===== src/rtl/axis_video_tx.sv =====
// AXI-Stream video transmitter: turns a valid/ready pixel feed into one framed
// stream per start command (tuser = start of frame, tlast = end of line).
module axis_video_tx #(
  parameter int AXIS_DATA_WIDTH = 24,
  parameter int LINE_W          = 3840,
  parameter int FRAME_H         = 2160
) (
  input  logic                         aclk,
  input  logic                         arst,
  input  logic                         start,
  output logic                         busy,
  output logic                         done,
  input  logic                         pix_valid,
  output logic                         pix_ready,
  input  logic [AXIS_DATA_WIDTH-1:0]   pix_data,
  output logic                         axis_tvalid,
  input  logic                         axis_tready,
  output logic                         axis_tid,
  output logic [AXIS_DATA_WIDTH-1:0]   axis_tdata,
  output logic [AXIS_DATA_WIDTH/8-1:0] axis_tstrb,
  output logic [AXIS_DATA_WIDTH/8-1:0] axis_tkeep,
  output logic                         axis_tlast,
  output logic                         axis_tuser,
  output logic                         axis_tdest
);
  localparam int AXIS_STRB_WIDTH = AXIS_DATA_WIDTH / 8;
  localparam int TOTAL = LINE_W * FRAME_H;
  localparam int XW = (LINE_W > 1) ? $clog2(LINE_W) : 1;
  localparam int YW = (FRAME_H > 1) ? $clog2(FRAME_H) : 1;
  localparam int AW = $clog2(TOTAL + 1);

  typedef enum logic [1:0] {IDLE, STREAM, DONE} state_t;

  typedef struct packed {
    logic                       eof;
    logic                       tuser;
    logic                       tlast;
    logic [AXIS_DATA_WIDTH-1:0] data;
  } beat_t;

  state_t          state, state_nxt;
  logic [XW-1:0]   x_in;
  logic [YW-1:0]   y_in;
  logic [AW-1:0]   acc_cnt;
  logic [1:0]      buf_cnt;
  beat_t           slot_p0, slot_p1, beat_in;
  logic            push, pop, x_last, y_last;

  assign x_last    = (x_in == XW'(LINE_W - 1));
  assign y_last    = (y_in == YW'(FRAME_H - 1));
  assign pix_ready = (state == STREAM) && (buf_cnt != 2'd2) && (acc_cnt < AW'(TOTAL));
  assign push      = pix_valid & pix_ready;
  assign pop       = axis_tvalid & axis_tready;
  // eof rides with the pixel so the frame end is known at the head without a beat counter
  assign beat_in   = {x_last & y_last, (x_in == '0) && (y_in == '0), x_last, pix_data};

  always_ff @(posedge aclk) begin
    if (arst) state <= IDLE;
    else      state <= state_nxt;
  end

  always_comb begin
    state_nxt = state;
    case (state)
      IDLE:    if (start) state_nxt = STREAM;
      STREAM:  if (pop && slot_p0.eof) state_nxt = DONE;
      DONE:    state_nxt = IDLE;
      default: state_nxt = IDLE;
    endcase
  end

  // ---- intake stage: raster position of the next accepted pixel
  always_ff @(posedge aclk) begin
    if (arst) begin
      x_in    <= '0;
      y_in    <= '0;
      acc_cnt <= '0;
    end else if (state == IDLE && start) begin
      x_in    <= '0;
      y_in    <= '0;
      acc_cnt <= '0;
    end else if (push) begin
      acc_cnt <= acc_cnt + 1'b1;
      if (x_last) begin
        x_in <= '0;
        y_in <= y_last ? '0 : y_in + 1'b1;
      end else begin
        x_in <= x_in + 1'b1;
      end
    end
  end

  // ---- output stage: two-slot buffer, slot_p0 is the head seen on the bus
  always_ff @(posedge aclk) begin
    if (arst) begin
      buf_cnt <= 2'd0;
      slot_p0 <= '0;
      slot_p1 <= '0;
    end else begin
      case ({push, pop})
        2'b10: begin
          if (buf_cnt == 2'd0) slot_p0 <= beat_in;
          else                 slot_p1 <= beat_in;
          buf_cnt <= buf_cnt + 2'd1;
        end
        2'b01: begin
          slot_p0 <= slot_p1;
          buf_cnt <= buf_cnt - 2'd1;
        end
        // push with pop only happens holding one entry: the new beat replaces the head
        2'b11:   slot_p0 <= beat_in;
        default: ;
      endcase
    end
  end

  assign axis_tvalid = (buf_cnt != 2'd0);
  assign axis_tdata  = slot_p0.data;
  assign axis_tlast  = slot_p0.tlast;
  assign axis_tuser  = slot_p0.tuser;
  assign axis_tid    = 1'b0;
  assign axis_tdest  = 1'b0;
  assign axis_tstrb  = {AXIS_STRB_WIDTH{1'b1}};
  assign axis_tkeep  = {AXIS_STRB_WIDTH{1'b1}};
  assign busy        = (state != IDLE);
  assign done        = (state == DONE);

endmodule


===== config.mk =====
export PLATFORM = sky130hd
export DESIGN_NAME = axis_video_tx
export DESIGN_NICKNAME = d
export VERILOG_FILES = /design/src/rtl/axis_video_tx.sv
export SDC_FILE = /design/constraint.sdc
export NUM_CORES = 1
export LEC_CHECK = 0
export ABC_AREA = 0
export CORE_MARGIN = 1
export CORE_UTILIZATION = 40
export CTS_CLUSTER_SIZE = 16
export DETAILED_ROUTE_END_ITERATION = 16
export GPL_ROUTABILITY_DRIVEN = 1
export GPL_TIMING_DRIVEN = 0
export PLACE_DENSITY = 0.73
export SLEW_MARGIN = 15
export SYNTH_ARGS = -nofsm -noshare
export SYNTH_HDL_FRONTEND = slang
export SYNTH_SLANG_ARGS = --single-unit

===== constraint.sdc =====
create_clock -name aclk -period 3.9 [get_ports aclk]
set_input_delay 0.585 -clock aclk [delete_from_list [all_inputs] [get_ports aclk]]
set_output_delay 0.585 -clock aclk [all_outputs]
set_load 0.1 [all_outputs]

Word-level counts from Yosys, hierarchy flattened
Index checks and enable logic that the tools add are counted.

storage, ports and cells
  flip-flop bits (word level) = 105
  input port bits = 29
  output and inout bits = 38
  logic and storage cells = 60

operators by class
  magnitude comparators = 1
  muxes and demuxes = 8
  eq/ne operators = 11
  reduce and logical (&&, ||, !) cells = 18
  bitwise operators = 4
  $add $sub $neg = 5

operator list
  cell                                                    count
  one-hot mux 27 bit (3 select lines)                     1
  two-way mux 27 bit                                      1
  adder 12 x 1 -> 12 bit (second input constant)          2
  equality test 12 bit (second input constant)            2
  logical NOT 12 bit                                      2
  two-way mux 12 bit                                      2
  adder 23 x 1 -> 23 bit (second input constant)          1
  < comparator 23 bit (second input constant)             1
  one-hot mux 2 bit (2 select lines)                      2
  AND reduction 2 bit                                     4
  equality test 2 bit (second input constant)             3
  inequality test 2 bit (second input constant)           3
  nonzero test 2 bit                                      3
  logical AND 1 bit                                       5
  equality test 2 x 1 -> 1 bit (second input constant)    2
  logical NOT 2 bit                                       2
  two-way mux 2 bit                                       2
  AND 1 bit                                               3
  nonzero test 3 bit                                      1
  adder 2 x 1 -> 2 bit (second input constant)            1
  inequality test 2 x 1 -> 1 bit (second input constant)  1
  OR reduction 2 bit                                      1
  subtractor 2 x 1 -> 2 bit (second input constant)       1
  inverter 1 bit                                          1

Longest topological paths before layout
Gate-level depths: netlist (run 1).

  word-level depth = 7
  depth in mapped cells = 11
  mapped depth without buffers = 8

Worst setup path before layout (run 1)
OpenSTA, ideal clock, no wires.

  kind = flip-flop to output port
  start point = reg acc_cnt[12]
  end point = out pix_ready
  stages on the path, launching flop included = 6
  setup slack = 0.153 ns
  required time = 3.315 ns
  buffers on the path = 2
  arrival = 3.162 ns
  cells stage by stage = dfxtp_1 nor4_2 nor3_1 buf_6 clkbuf_1 nor3_1

between the ends
  cells in the longest elaborated chain, start to end = 2

RTL lines
  item                    RTL line  text
  from (decl)             44        logic [AW-1:0] acc_cnt;
  from (signal assigned)  83        acc_cnt <= acc_cnt + 1'b1;
  < comparator 23 bit     51        assign pix_ready = (state == STREAM) && (buf_cnt != 2'd2) && (acc_cnt < AW'(TOTAL));
  logical AND 1 bit       51
  to (decl)               14        output logic pix_ready,

Every way passes these cells.

Worst setup path after layout (run 1)
  start point = reg acc_cnt[18]
  end point = reg slot_p0 (netlist bit axis_tdata[21])

between the ends
  cells in the longest elaborated chain, start to end = 6
  elaborated cells between the ends (all ways) = 10
  classes of those cells = 1 x order compare; 4 x eq/ne; 1 x mux; 1 x bitwise; 3 x reduce/logical

RTL lines
  item                                                                                 RTL line  text
  < comparator 23 bit (*)                                                              51
  logical AND 1 bit (*)                                                                51
  AND 1 bit (*)                                                                        52        assign push = pix_valid & pix_ready;
  named net push                                                                       47        logic push, pop, x_last, y_last;
  equality test 2 bit / equality test 2 x 1 -> 1 bit (equally long branches)           100       case ({push, pop})
  inequality test 2 bit (no source line) / nonzero test 3 bit (equally long branches)  n/a
  AND reduction 2 bit (no source line)                                                 n/a
  to (signal assigned)                                                                 102       if (buf_cnt == 2'd0) slot_p0 <= beat_in;
  to (signal assigned)                                                                 107       slot_p0 <= slot_p1;
  to (signal assigned)                                                                 111       2'b11: slot_p0 <= beat_in;
  to (decl)                                                                            46        beat_t slot_p0, slot_p1, beat_in;

The timed path passes the listed nets; every way through them passes the cells marked *.
A chain may end at the register's enable or synchronous reset.

==> results by group, run 1 <==
Place
  – GP Congestion: 0.835
  – DP HPWL: 8.30 mm
  – Port bufs: 57

Timing
  – RSZ-0062 raised after global routing: false
  – Tmin final: 3.31 ns
  – Clk_skew: 0.00628 ns
  – Setup Viol. Count Final: 0
  – Final hold viol count: 0
  – Setup tns final: 0 ns
  – Max-slew violations: 0
  – Final worst-path cycle share: 84.8%
  – Max_slew headroom: 34.6%
  – Max Fclk: 302 MHz
  – Least-Margin Pin Slew: 0.978 ns

Worst setup path
  – Crit-path max FO: 10
  – Flop2flop setup slack: 0.59 ns
  – Critical Path Source Type: register
  – Worst path most repeated cell: clkbuf_1
  – Crit-path cells: nand4_1, nor3_1, buf_6, nor2_2, inv_1, ha_1, clkbuf_1, buf_2, clkbuf_1, mux2i_1, a211oi_1
  – Data required, critical path: 4.15 ns
  – Crit. End Element: register
  – Crit path arrival time: 3.56 ns
  – Worst setup path class: reg2reg
  – Slowest stage delay, CP: 0.55 ns
  – R2r startpoint: acc_cnt[18]$_SDFFE_PP0N_
  – Worst r2r dst: axis_tdata[21]$_SDFFE_PP0P_
  – Crit path max-delay cell type: clkbuf_1
  – FF-to-FF path depth: 11

Clock network
  – TritonCTS Sinks: 105
  – CTS tree: yes
  – Worst-path clk slew: 0.07 ns
  – CTS Buffer Depth: 2
  – # hold bufs at CTS: 0
  – CTS H-Tree Depth: 3
  – Clk Latency, worst-skew pair: 0.34 ns
  – Cts bufs inserted: 9
  – Root Driver: clkbuf_16

Global routing
  – Largest net degree at the start of global routing: 17
  – Met2 usage: 33.1%
  – Met3 usage: 3.88%
  – Met1 Usage GRT: 22.1%
  – Tot GR Track Use: 18.4%
  – Initial antenna violation count: 0
  – First-pass GRT wire length: 19.3 mm
  – Vias in the first global route: 4,149
  – GRT Max-Usage Layer: met2
  – Grt total ovfl: 0

Yosys
  – Post-synth ARST share: 0%
  – Yosys warnings: 0
  – Most used DFF post-synth: dfxtp_1
  – EDFF count, synth: 0
  – Avg Synthesized Cell Area: 8.39 sq um
  – Cell with the most instances after synthesis: dfxtp_1
  – Seq cells post-synth: 105
  – Syn Inst Count: 596
  – Register area share after synthesis: 42.0%
  – Synth unique cells: 46
  – Synth area leaders: dfxtp_1 (42%), mux2i_1 (5.6%), nand2_1 (5.3%)
  – Netlist Area Pre-Place: 0.00500 sq mm
  – Yosys top cell area share: 42.0%
  – Dominant cell type by area after synthesis: dfxtp_1
  – Most frequent cells after synthesis: dfxtp_1 (105), nand2_1 (71), nor2_1 (70)

Die
  – Initial Util: 41.3%
  – Die ar.: 0.0130 sq mm
  – Chip Width: 114 um
  – Core Region: 0.0121 sq mm
  – Die Span Y: 114 um
  – Placement Rows: 40
  – # IOs: 67

Routing
  – DR WL/cell: 13.3 um
  – Antenna-violating nets left: 0
  – DRC: 0
  – Routed via count: 4,286
  – Total wire length: 11.2 mm
  – Via density per instance: 5.09
  – First-pass DRT Iterations: 4
  – Initial drt markers: 352

Pwr
  – P_leak: 2.05 nW
  – Pwr/cell area: 601 mW/mm^2
  – Max IR drop VDD: 0.000189 V

Finish
  – N_diodes: 0
  – Nets: 706
  – Synth-to-Final Area Change: 22.3%
  – Multi-input gate area: 0.00249 sq mm
  – # fillers: 1,170
  – Final Util: 50.5%
  – Reg area: 0.00210 sq mm
  – Layout cells sized above 1: 8.61%

Run
  – Max_cap viols: 0

Min path
  – Worst hold path depth: 2
  – Hold path startpoint: slot_p1[18]$_SDFFE_PP0P_
  – Worst Hold Path EP: slot_p1[18]$_SDFFE_PP0P_
  – Path type of the worst min-delay path: reg2reg

Status
  – Status: completed
==> what timing repair did <==
item / 4_1_cts / 5_1_grt
buffers inserted: 0 / 0
setup endpoints to repair: 0 / 1
gates resized for setup: 0 / 1
==> through the flow <==
stage / cells / hold WS (ns) / setup WS [ns] / instance area, sq um / total power, mW
finish: 842 / 0.453 / 0.593 / 6120 / 3.67
detailed placement: 827 / 0.447 / 0.471 / 5800 / 2.75
floorplan: 602 / 0.428 / 0.153 / 5020 / 2.45
CTS: 842 / 0.456 / 0.157 / 6110 / 3.70
global route: 842 / 0.476 / 0.339 / 6120 / 3.84
global placement: 827 / 0.441 / 0.502 / 5800 / 2.73
==> power by group <==
part | total (mW) | switching, mW | internal [mW]
sequential | 1.25 | 0.0607 | 1.18
clock | 0.948 | 0.389 | 0.559
combinational | 1.48 | 1.05 | 0.429
==> worst max-delay path, delay by kind of cell, from the launching register on <==
kind	cells	cell delay [ns]
buf+inv	5	1.49
simple gates	3	0.72
flops	1	0.41
compound gates	1	0.26
mux	1	0.17
fa+ha+maj	1	0.16
==> worst max path at each step <==
stage                             startpoint                          end  slack [ns]
CTS                 acc_cnt[18]$_SDFFE_PP0N_                    pix_ready        0.16
floorplan           acc_cnt[12]$_SDFFE_PP0N_                    pix_ready        0.15
finish              acc_cnt[18]$_SDFFE_PP0N_  axis_tdata[21]$_SDFFE_PP0P_        0.59
global route        acc_cnt[18]$_SDFFE_PP0N_      axis_tlast$_SDFFE_PP0P_        0.34
global placement                   pix_valid      axis_tuser$_SDFFE_PP0P_        0.50
detailed placement                 pix_valid  axis_tdata[21]$_SDFFE_PP0P_        0.47
==> cells by family (layout without fill, tap and decap cells) <==
family          count (synthesis)  count (layout)  share of synthesized area [%]
other cells                     2               8                          0.150
simple gates                  250             250                           24.8
buf+inv                        78             150                           8.51
fa+ha+maj                       7               7                           1.75
flops                         105             105                           42.0
xor+xnor                       28              28                           4.90
mux                            28              28                           5.61
compound gates                 98              98                           12.2
==> layout by cell type, fill, tap and decap left out, types with 2 or more instances in the layout <==
cell / n
a311oi_1: 3
clkbuf_16: 9
nand3_1: 20
nor4b_1: 5
buf_4: 32
o21ai_0: 11
nor2_1: 70
o31ai_1: 3
xor2_1: 11
o21a_1: 3
a211oi_1: 26
nor3_1: 15
nor2b_1: 7
nand3b_1: 6
xnor2_1: 17
or3_1: 7
nor4_1: 12
clkdlybuf4s50_1: 56
inv_1: 11
ha_1: 7
nor4_2: 2
nand4_1: 13
a21oi_1: 45
clkbuf_1: 28
buf_1: 3
nand2b_1: 4
dfxtp_1: 105
mux2i_1: 28
and3_1: 7
or4_1: 4
conb_1: 8
bufinv_16: 2
nand2_1: 71
buf_2: 4
==> metal layers <==
metal	wire length [um]	part of all wire [%]	vias up
li1	-	-	2181
met5	0	0	-
met3	445	4.0	12
met4	137	1.2	0
met1	4970	44	1997
met2	5670	51	96
==> flip-flops by register name, summed over array words and instances, names as in the netlist <==
signal and flops:
slot_p1 27, axis_tdata 24, acc_cnt 23, x_in 12, y_in 12, buf_cnt 2, state 2, axis_tlast 1
axis_tuser 1, slot_p0 1
==> final cells by class <==
| cell class | instances | area share, % |
|---|---|---|
| Multi-Input combinational cell | 419 | 40.8 |
| Clock buffer | 10 | 3.74 |
| Sequential cell | 105 | 34.4 |
| Tap cell | 168 | 3.44 |
| Buffer | 67 | 6.28 |
| Clock inverter | 5 | 1.33 |
| Inverter | 11 | 0.675 |
| Timing Repair Buffer | 57 | 9.37 |
No activity file was read; power rests on OpenSTA's default activity.
==> run 2: changes to the inputs <==
==> constraint.sdc (replaced) <==
create_clock -name aclk -period 3.1 [get_ports aclk]
set_input_delay 0.465 -clock aclk [delete_from_list [all_inputs] [get_ports aclk]]
set_output_delay 0.465 -clock aclk [all_outputs]
set_load 0.1 [all_outputs]
==> run 2 against run 1 <==
Effect of this change:
- count of clock-buffer cells in the layout up 2
- critical endpoint is now axis_tuser$_SDFFE_PP0P_
- register-to-register slack worse by 0.35 ns
- worst hold slack barely moved
- flip-flop and latch count unchanged
==> results by group, run 2 (same netlist as run 1, synthesis figures left out) <==
Status
  – Status: completed

Worst setup path
  – FF-to-FF path depth: 11 (unchanged)
  – Crit path capture: axis_tuser$_SDFFE_PP0P_
  – Worst setup path class: reg2reg
  – Worst r2r dst: axis_tuser$_SDFFE_PP0P_
  – CP startpoint: acc_cnt[12]$_SDFFE_PP0N_
  – Crit path arrival time: 3.11 ns (-0.45 ns)
  – Critical Path Source Type: register
  – Data required, critical path: 3.36 ns (-0.79 ns)
  – Crit. End Element: register
  – R2r startpoint: acc_cnt[12]$_SDFFE_PP0N_
  – Crit-path max FO: 19 (+9)
  – Flop2flop setup slack: 0.24 ns (-0.35 ns)

Place
  – Dpl cell area: 0.00581 sq mm (about the same)
  – GP Congestion: 0.816 (-2.2%)
  – DP HPWL: 8.50 mm (+2.5%)
  – Place WS: -0.216 ns (-0.687 ns)
  – Port bufs: 57 (unchanged)

Finish
  – Top reg by flops: slot_p1
  – Commonest non-fill, non-tap cells in the layout: dfxtp_1 (105), nand2_1 (71), nor2_1 (70)
  – Nets: 705 (-0.14%)
  – N_diodes: 0 (unchanged)
  – Number of flip-flops in the largest register: 27 (unchanged)
  – Synth-to-Final Area Change: 22.8%
  – Most common cell after layout, fill and taps aside: dfxtp_1
  – Layout cells sized above 1: 9.35% (+0.74 points)
  – Design Area, Final: 0.00614 sq mm (+0.37%)

Global routing
  – Tot GR Track Use: 18.6% (+0.13 points)
  – Initial antenna violation count: 0 (unchanged)
  – Vias in the first global route: 4,193 (+1.1%)
  – Largest net degree at the start of global routing: 20 (+3)
  – First-pass GRT wire length: 19.4 mm (+0.83%)
  – Grt total ovfl: 0 (unchanged)

Clock network
  – Root Driver: clkbuf_16
  – CTS H-Tree Depth: 3 (unchanged)
  – CTS Buffer Depth: 2 (unchanged)
  – TritonCTS Sinks: 105 (unchanged)
  – Worst-path clk slew: 0.07 ns (about the same)
  – CTS tree: yes
  – Cts bufs inserted: 9 (unchanged)
  – Clk Latency, worst-skew pair: 0.35 ns (about the same)

Timing
  – Least-Margin Pin Slew: 0.978 ns (-0.000387 ns)
  – Tmin final: 2.86 ns (-0.452 ns)
  – Setup ws final: 0.245 ns (-0.348 ns)
  – Clk_skew: 0.0104 ns (+0.00409 ns)
  – Final hold viol count: 0 (unchanged)
  – Final worst-path cycle share: 92.1% (+7.3 points)
  – Max_slew headroom: 34.6% (about the same)
  – Max-slew violations: 0 (unchanged)
  – Max Fclk: 350 MHz (+16%)
  – Setup Viol. Count Final: 0 (unchanged)

Die
  – Chip Width: 114 um (unchanged)
  – Die Span Y: 114 um (unchanged)
  – Die ar.: 0.0130 sq mm (unchanged)
  – Core Region: 0.0121 sq mm (unchanged)
  – # IOs: 67 (unchanged)
  – Initial Util: 41.3% (unchanged)
  – Placement Rows: 40 (unchanged)

Run
  – Max_cap viols: 0 (unchanged)

Routing
  – DRC: 0 (unchanged)
  – First-pass DRT Iterations: 4 (unchanged)
  – Routed via count: 4,305 (+0.44%)
  – Antenna-violating nets left: 0 (unchanged)
  – Total wire length: 11.5 mm (+2.5%)
  – DR WL/cell: 13.7 um (+2.5%)
  – Via density per instance: 5.11 (+0.44%)
  – Initial drt markers: 305 (-13%)

Pwr
  – P_leak: 2.05 nW (-0.10%)
  – Max IR drop VDD: 0.000238 V (+26%)
  – Pwr/cell area: 758 mW/mm^2 (+26%)

Min path
  – Hold path startpoint: slot_p1[1]$_SDFFE_PP0P_
  – Path type of the worst min-delay path: reg2reg
## run 2: cell types whose count changed in the layout (fill, tap and decap cells not counted)
cell / previous run / this run
clkbuf_2: 0 / 2
nand3_1: 20 / 19
clkbuf_1: 28 / 27
nor2_4: 0 / 1
nor3_1: 15 / 13
nor3_2: 0 / 2
nor2_2: 1 / 0
nand3_2: 0 / 1
clkbuf_8: 0 / 1
clkinv_2: 1 / 0
dlymetal6s2s_1: 1 / 0
## run 2: layout make-up
class / count / area [sq um]
Fill cell: 1152 / 5970
Sequential cell: 105 / 2100
Buffer: 66 / 382
Clock buffer: 12 / 246
Tap cell: 168 / 210
Clock inverter: 4 / 76.3
Multi-Input combinational cell: 419 / 2510
Inverter: 11 / 41.3
Timing Repair Buffer: 57 / 566
## run 2: layer usage
metal  vias up  track usage, %  share of wire, %  routed length (um)
met5         -               0                 0                   0
met4         0            6.15               1.5                 177
met3        14            4.04               4.4                 501
met1      2004            22.4                44                5050
li1       2182               -                 -                   -
met2       105            32.8                50                5770
## run 2: critical path, stage by stage, from the launching register on
cell and delay, ns:
dfxtp_1 0.35, nor4_2 0.36, nor3_2 0.13, buf_6 0.18
nor2_4 0.21, inv_1 0.14, ha_1 0.22, clkbuf_1 0.14
buf_2 0.31, nor4_1 0.39, a21oi_1 0.09, a211oi_1 0.25
## run 2: stage by stage
step | power [mW] | setup TNS [ns] | std cells | utilization [%] | hold slack (ns)
global placement | 3.44 | -1.64 | 827 | 48.0 | 0.442
finish | 4.65 | 0 | 842 | 50.7 | 0.453
detailed placement | 3.46 | -1.95 | 827 | 48.0 | 0.448
floorplan | 3.08 | 0 | 602 | - | 0.428
CTS | 4.68 | -0.0821 | 842 | 50.6 | 0.457
global route | 4.84 | -0.0287 | 842 | 50.7 | 0.477
## run 2: worst min-delay path by stage
stage	to	cells after the start
floorplan	state[1]$_SDFFE_PP0P_	2
global placement	slot_p1[2]$_SDFFE_PP0P_	2
detailed placement	slot_p1[0]$_SDFFE_PP0P_	2
CTS	slot_p1[0]$_SDFFE_PP0P_	2
global route	slot_p1[9]$_SDFFE_PP0P_	2
finish	slot_p1[1]$_SDFFE_PP0P_	2
## run 2: repair_timing
action                                  in CTS  in global routing
hold buffers                                 0                  0
setup buffers                                0                  0
endpoints found under the setup margin      11                 29
gates cloned                                 0                  0
gates resized for setup                      1                  7
## run 2: where the power goes
group          switching (mW)  internal (mW)
combinational            1.33          0.539
clock                   0.492          0.732
sequential             0.0709           1.49
==> run 3: changes to the inputs <==
--- a/config.mk
+++ b/config.mk
@@ -6,13 +6,14 @@
 export NUM_CORES = 1
 export LEC_CHECK = 0
 export ABC_AREA = 0
+export CORE_ASPECT_RATIO = 1.25
 export CORE_MARGIN = 1
 export CORE_UTILIZATION = 40
 export CTS_CLUSTER_SIZE = 16
 export DETAILED_ROUTE_END_ITERATION = 16
 export GPL_ROUTABILITY_DRIVEN = 1
 export GPL_TIMING_DRIVEN = 0
-export PLACE_DENSITY = 0.73
+export PLACE_DENSITY = 0.76
 export SLEW_MARGIN = 15
 export SYNTH_ARGS = -nofsm -noshare
 export SYNTH_HDL_FRONTEND = slang
==> constraint.sdc (replaced) <==
create_clock -name aclk -period 2.6 [get_ports aclk]
set_input_delay 0.39 -clock aclk [delete_from_list [all_inputs] [get_ports aclk]]
set_output_delay 0.39 -clock aclk [all_outputs]
set_load 0.1 [all_outputs]
==> run 3 against run 2 <==
Effect of this change:
- clock skew grew 0.0012 ns
- clock power is 4% higher
- utilization grew 0.069 points
- sequential power increased by 19%
- routed wire length up 0.95%
- combinational power rose by 21%
- final cell count is 0.24% lower
- non-clock buffer count rose by 2
- via count increased by 1.9%
- register-to-register slack worse by 0.09 ns
==> results by group, run 3 (same netlist as run 1, synthesis figures left out) <==
Die
  – Die Span Y: 127 um (+12%)
  – Initial Util: 41.1% (-0.17 points)
  – Core Region: 0.0122 sq mm (+0.41%)
  – Die ar.: 0.0130 sq mm (about the same)
  – Placement Rows: 45 (+13%)
  – # IOs: 67 (unchanged)
  – Chip Width: 102 um (-10%)

Global routing
  – Largest net degree at the start of global routing: 19 (-5.0%)
  – Tot GR Track Use: 18.7% (+0.076 points)
  – Vias in the first global route: 4,207 (+0.33%)
  – First-pass GRT wire length: 19.3 mm (-0.85%)
  – Grt total ovfl: 0 (unchanged)
  – Initial antenna violation count: 0 (unchanged)

Timing
  – Clk_skew: 0.0116 ns (+0.00120 ns)
  – Max_slew headroom: 34.4% (-0.16 points)
  – Setup Viol. Count Final: 0 (unchanged)
  – Max-slew violations: 0 (unchanged)
  – Setup ws final: 0.116 ns (-0.129 ns)
  – Final worst-path cycle share: 95.5%
  – Least-Margin Pin Slew: 0.980 ns (+0.00239 ns)
  – Max Fclk: 403 MHz
  – Tmin final: 2.48 ns
  – Final hold viol count: 0 (unchanged)

Clock network
  – Cts bufs inserted: 9 (unchanged)
  – Worst-path clk slew: 0.06 ns (about the same)
  – # hold bufs at CTS: 0 (unchanged)
  – Root Driver: clkbuf_16
  – CTS H-Tree Depth: 3 (unchanged)
  – CTS tree: yes
  – Clk Latency, worst-skew pair: 0.35 ns (about the same)
  – TritonCTS Sinks: 105 (unchanged)
  – CTS Buffer Depth: 2 (unchanged)

Worst setup path
  – Slowest stage delay, CP: 0.42 ns (+0.03 ns)
  – Crit. End Element: output port
  – Data required, critical path: 2.21 ns (-1.15 ns)
  – Crit-path cells: nand4_1, nor3_4, buf_6, clkbuf_2, nor3_4, buf_6
  – Crit path arrival time: 2.09 ns (-1.02 ns)
  – Buffers and inverters on the worst path: 3 (-1)
  – Worst setup path class: reg2out
  – Crit-path max FO: 10 (-9)
  – Critical Path Source Type: register
  – Crit path max-delay cell type: dfxtp_1
  – Top delay family on crit path: buffers and inverters

Pwr
  – Cell-internal power: 3.10 mW (+12%)
  – Gate power share: 41.9% (+1.8 points)
  – Power share of the clock group: 23.5% (-2.8 points)
  – P_leak: 2.10 nW (+2.5%)
  – Tot Pwr: 5.39 mW (+16%)
  – Max IR drop VDD: 0.000426 V (+80%)
  – Sw power: 2.29 mW (+21%)
  – Pwr/cell area: 874 mW/mm^2 (+15%)
  – Seq pwr share: 34.6% (+1.0 points)
  – Switch share: 42.5% (+1.9 points)

Place
  – DP HPWL: 8.64 mm (+1.6%)
  – Port bufs: 57 (unchanged)
  – Dpl cell area: 0.00581 sq mm (about the same)
  – GP Congestion: 0.886 (+8.6%)
  – Place WS: -0.728 ns (-0.512 ns)

Finish
  – Multi-input gate area: 0.00255 sq mm (+1.3%)
  – Design Area, Final: 0.00617 sq mm (+0.55%)
  – Most common cell after layout, fill and taps aside: dfxtp_1
  – Synth-to-Final Area Change: 23.4%
  – Reg area: 0.00210 sq mm (about the same)
  – Top reg by flops: slot_p1
  – N_diodes: 0 (unchanged)
  – # fillers: 1,134 (-1.6%)
  – Layout cells sized above 1: 11.5% (+2.2 points)
  – Number of flip-flops in the largest register: 27 (unchanged)
  – Commonest non-fill, non-tap cells in the layout: dfxtp_1 (104), nand2_1 (71), nor2_1 (70)
  – Nets: 707 (+0.28%)

Routing
  – Via density per instance: 5.22 (+2.1%)
  – Antenna-violating nets left: 0 (unchanged)
  – Total wire length: 11.6 mm (+0.95%)
  – Metal1 wirelength: 4.72 mm (-6.5%)
  – Met2 WL: 6.12 mm (+6.0%)
  – Initial drt markers: 221 (-28%)
  – First-pass DRT Iterations: 4 (unchanged)
  – Wire length on met3: 542 um (+8.2%)
  – Routed via count: 4,385 (+1.9%)
  – DR WL/cell: 13.8 um (+1.2%)
  – Highest Signal Layer: met4
  – DRC: 0 (unchanged)

Min path
  – Path type of the worst min-delay path: reg2reg

Status
  – Status: completed

Run
  – Max_cap viols: 0 (unchanged)
[run 3: final cells by class]
type                    count  share of cell area [%]
multi-input cells         419                    41.3
flip-flops and latches    105                    34.1
repair buffers             59                    9.55
plain buffers              66                    6.57
clock buffers              10                    3.71
well taps                 164                    3.32
clock inverters             6                   0.811
inverters                  11                   0.669
[run 3: per-stage QoR]
step,cells,utilization (%),TNS [ns],hold slack [ns]
final,840,50.8,0,0.456
after global routing,840,50.8,-0.197,0.476
after CTS,839,50.5,0,0.456
after detailed placement,823,47.8,-24.08,0.447
after global placement,823,47.8,-20.06,0.441
after floorplan,602,-,0,0.428
[run 3: worst paths after layout]
kind | from | depth (start not counted) | slack [ns] | end
setup reg to reg | acc_cnt[18]$_SDFFE_PP0N_ | 10 | 0.15 | axis_tdata[22]$_SDFFE_PP0P_
hold reg to reg | slot_p1[3]$_SDFFE_PP0P_ | 2 | 0.46 | slot_p1[3]$_SDFFE_PP0P_
setup / recovery | acc_cnt[18]$_SDFFE_PP0N_ | 6 | 0.12 | pix_ready
hold / removal | slot_p1[3]$_SDFFE_PP0P_ | 2 | 0.46 | slot_p1[3]$_SDFFE_PP0P_
[run 3: what timing repair did]
item / 4_1_cts / 5_1_grt
hold endpoints to repair: 0 / 0
gates resized for setup: 20 / 14
setup buffers: 0 / 2
pin swaps: 2 / 2
setup endpoints to repair: 50 / 49
[run 3: layer usage]
layer  global-route usage, %  vias up
met1                    20.7     2070
met2                    34.0      111
met3                    4.05       17
met5                       0        -
met4                    7.31        0
li1                        -     2187
[run 3: power by group through the flow]
stage / logic [mW] / registers, mW / clock network [mW]
after detailed placement: 2.24 / 1.90 / 0
after global routing: 2.39 / 1.88 / 1.38
after CTS: 2.26 / 1.86 / 1.30
after global placement: 2.21 / 1.89 / 0
after floorplan: 1.73 / 1.95 / 0
final: 2.26 / 1.86 / 1.27
[run 3: worst reg2reg max path, delay by kind of cell, from the launching register on]
kind	cells	cell delay, ns
AOI/OAI and AO/OA	1	0.09
adders and majority gates	1	0.23
buffers and inverters	4	0.71
DFF	1	0.42
muxes	1	0.22
and+or+nand+nor	3	0.64
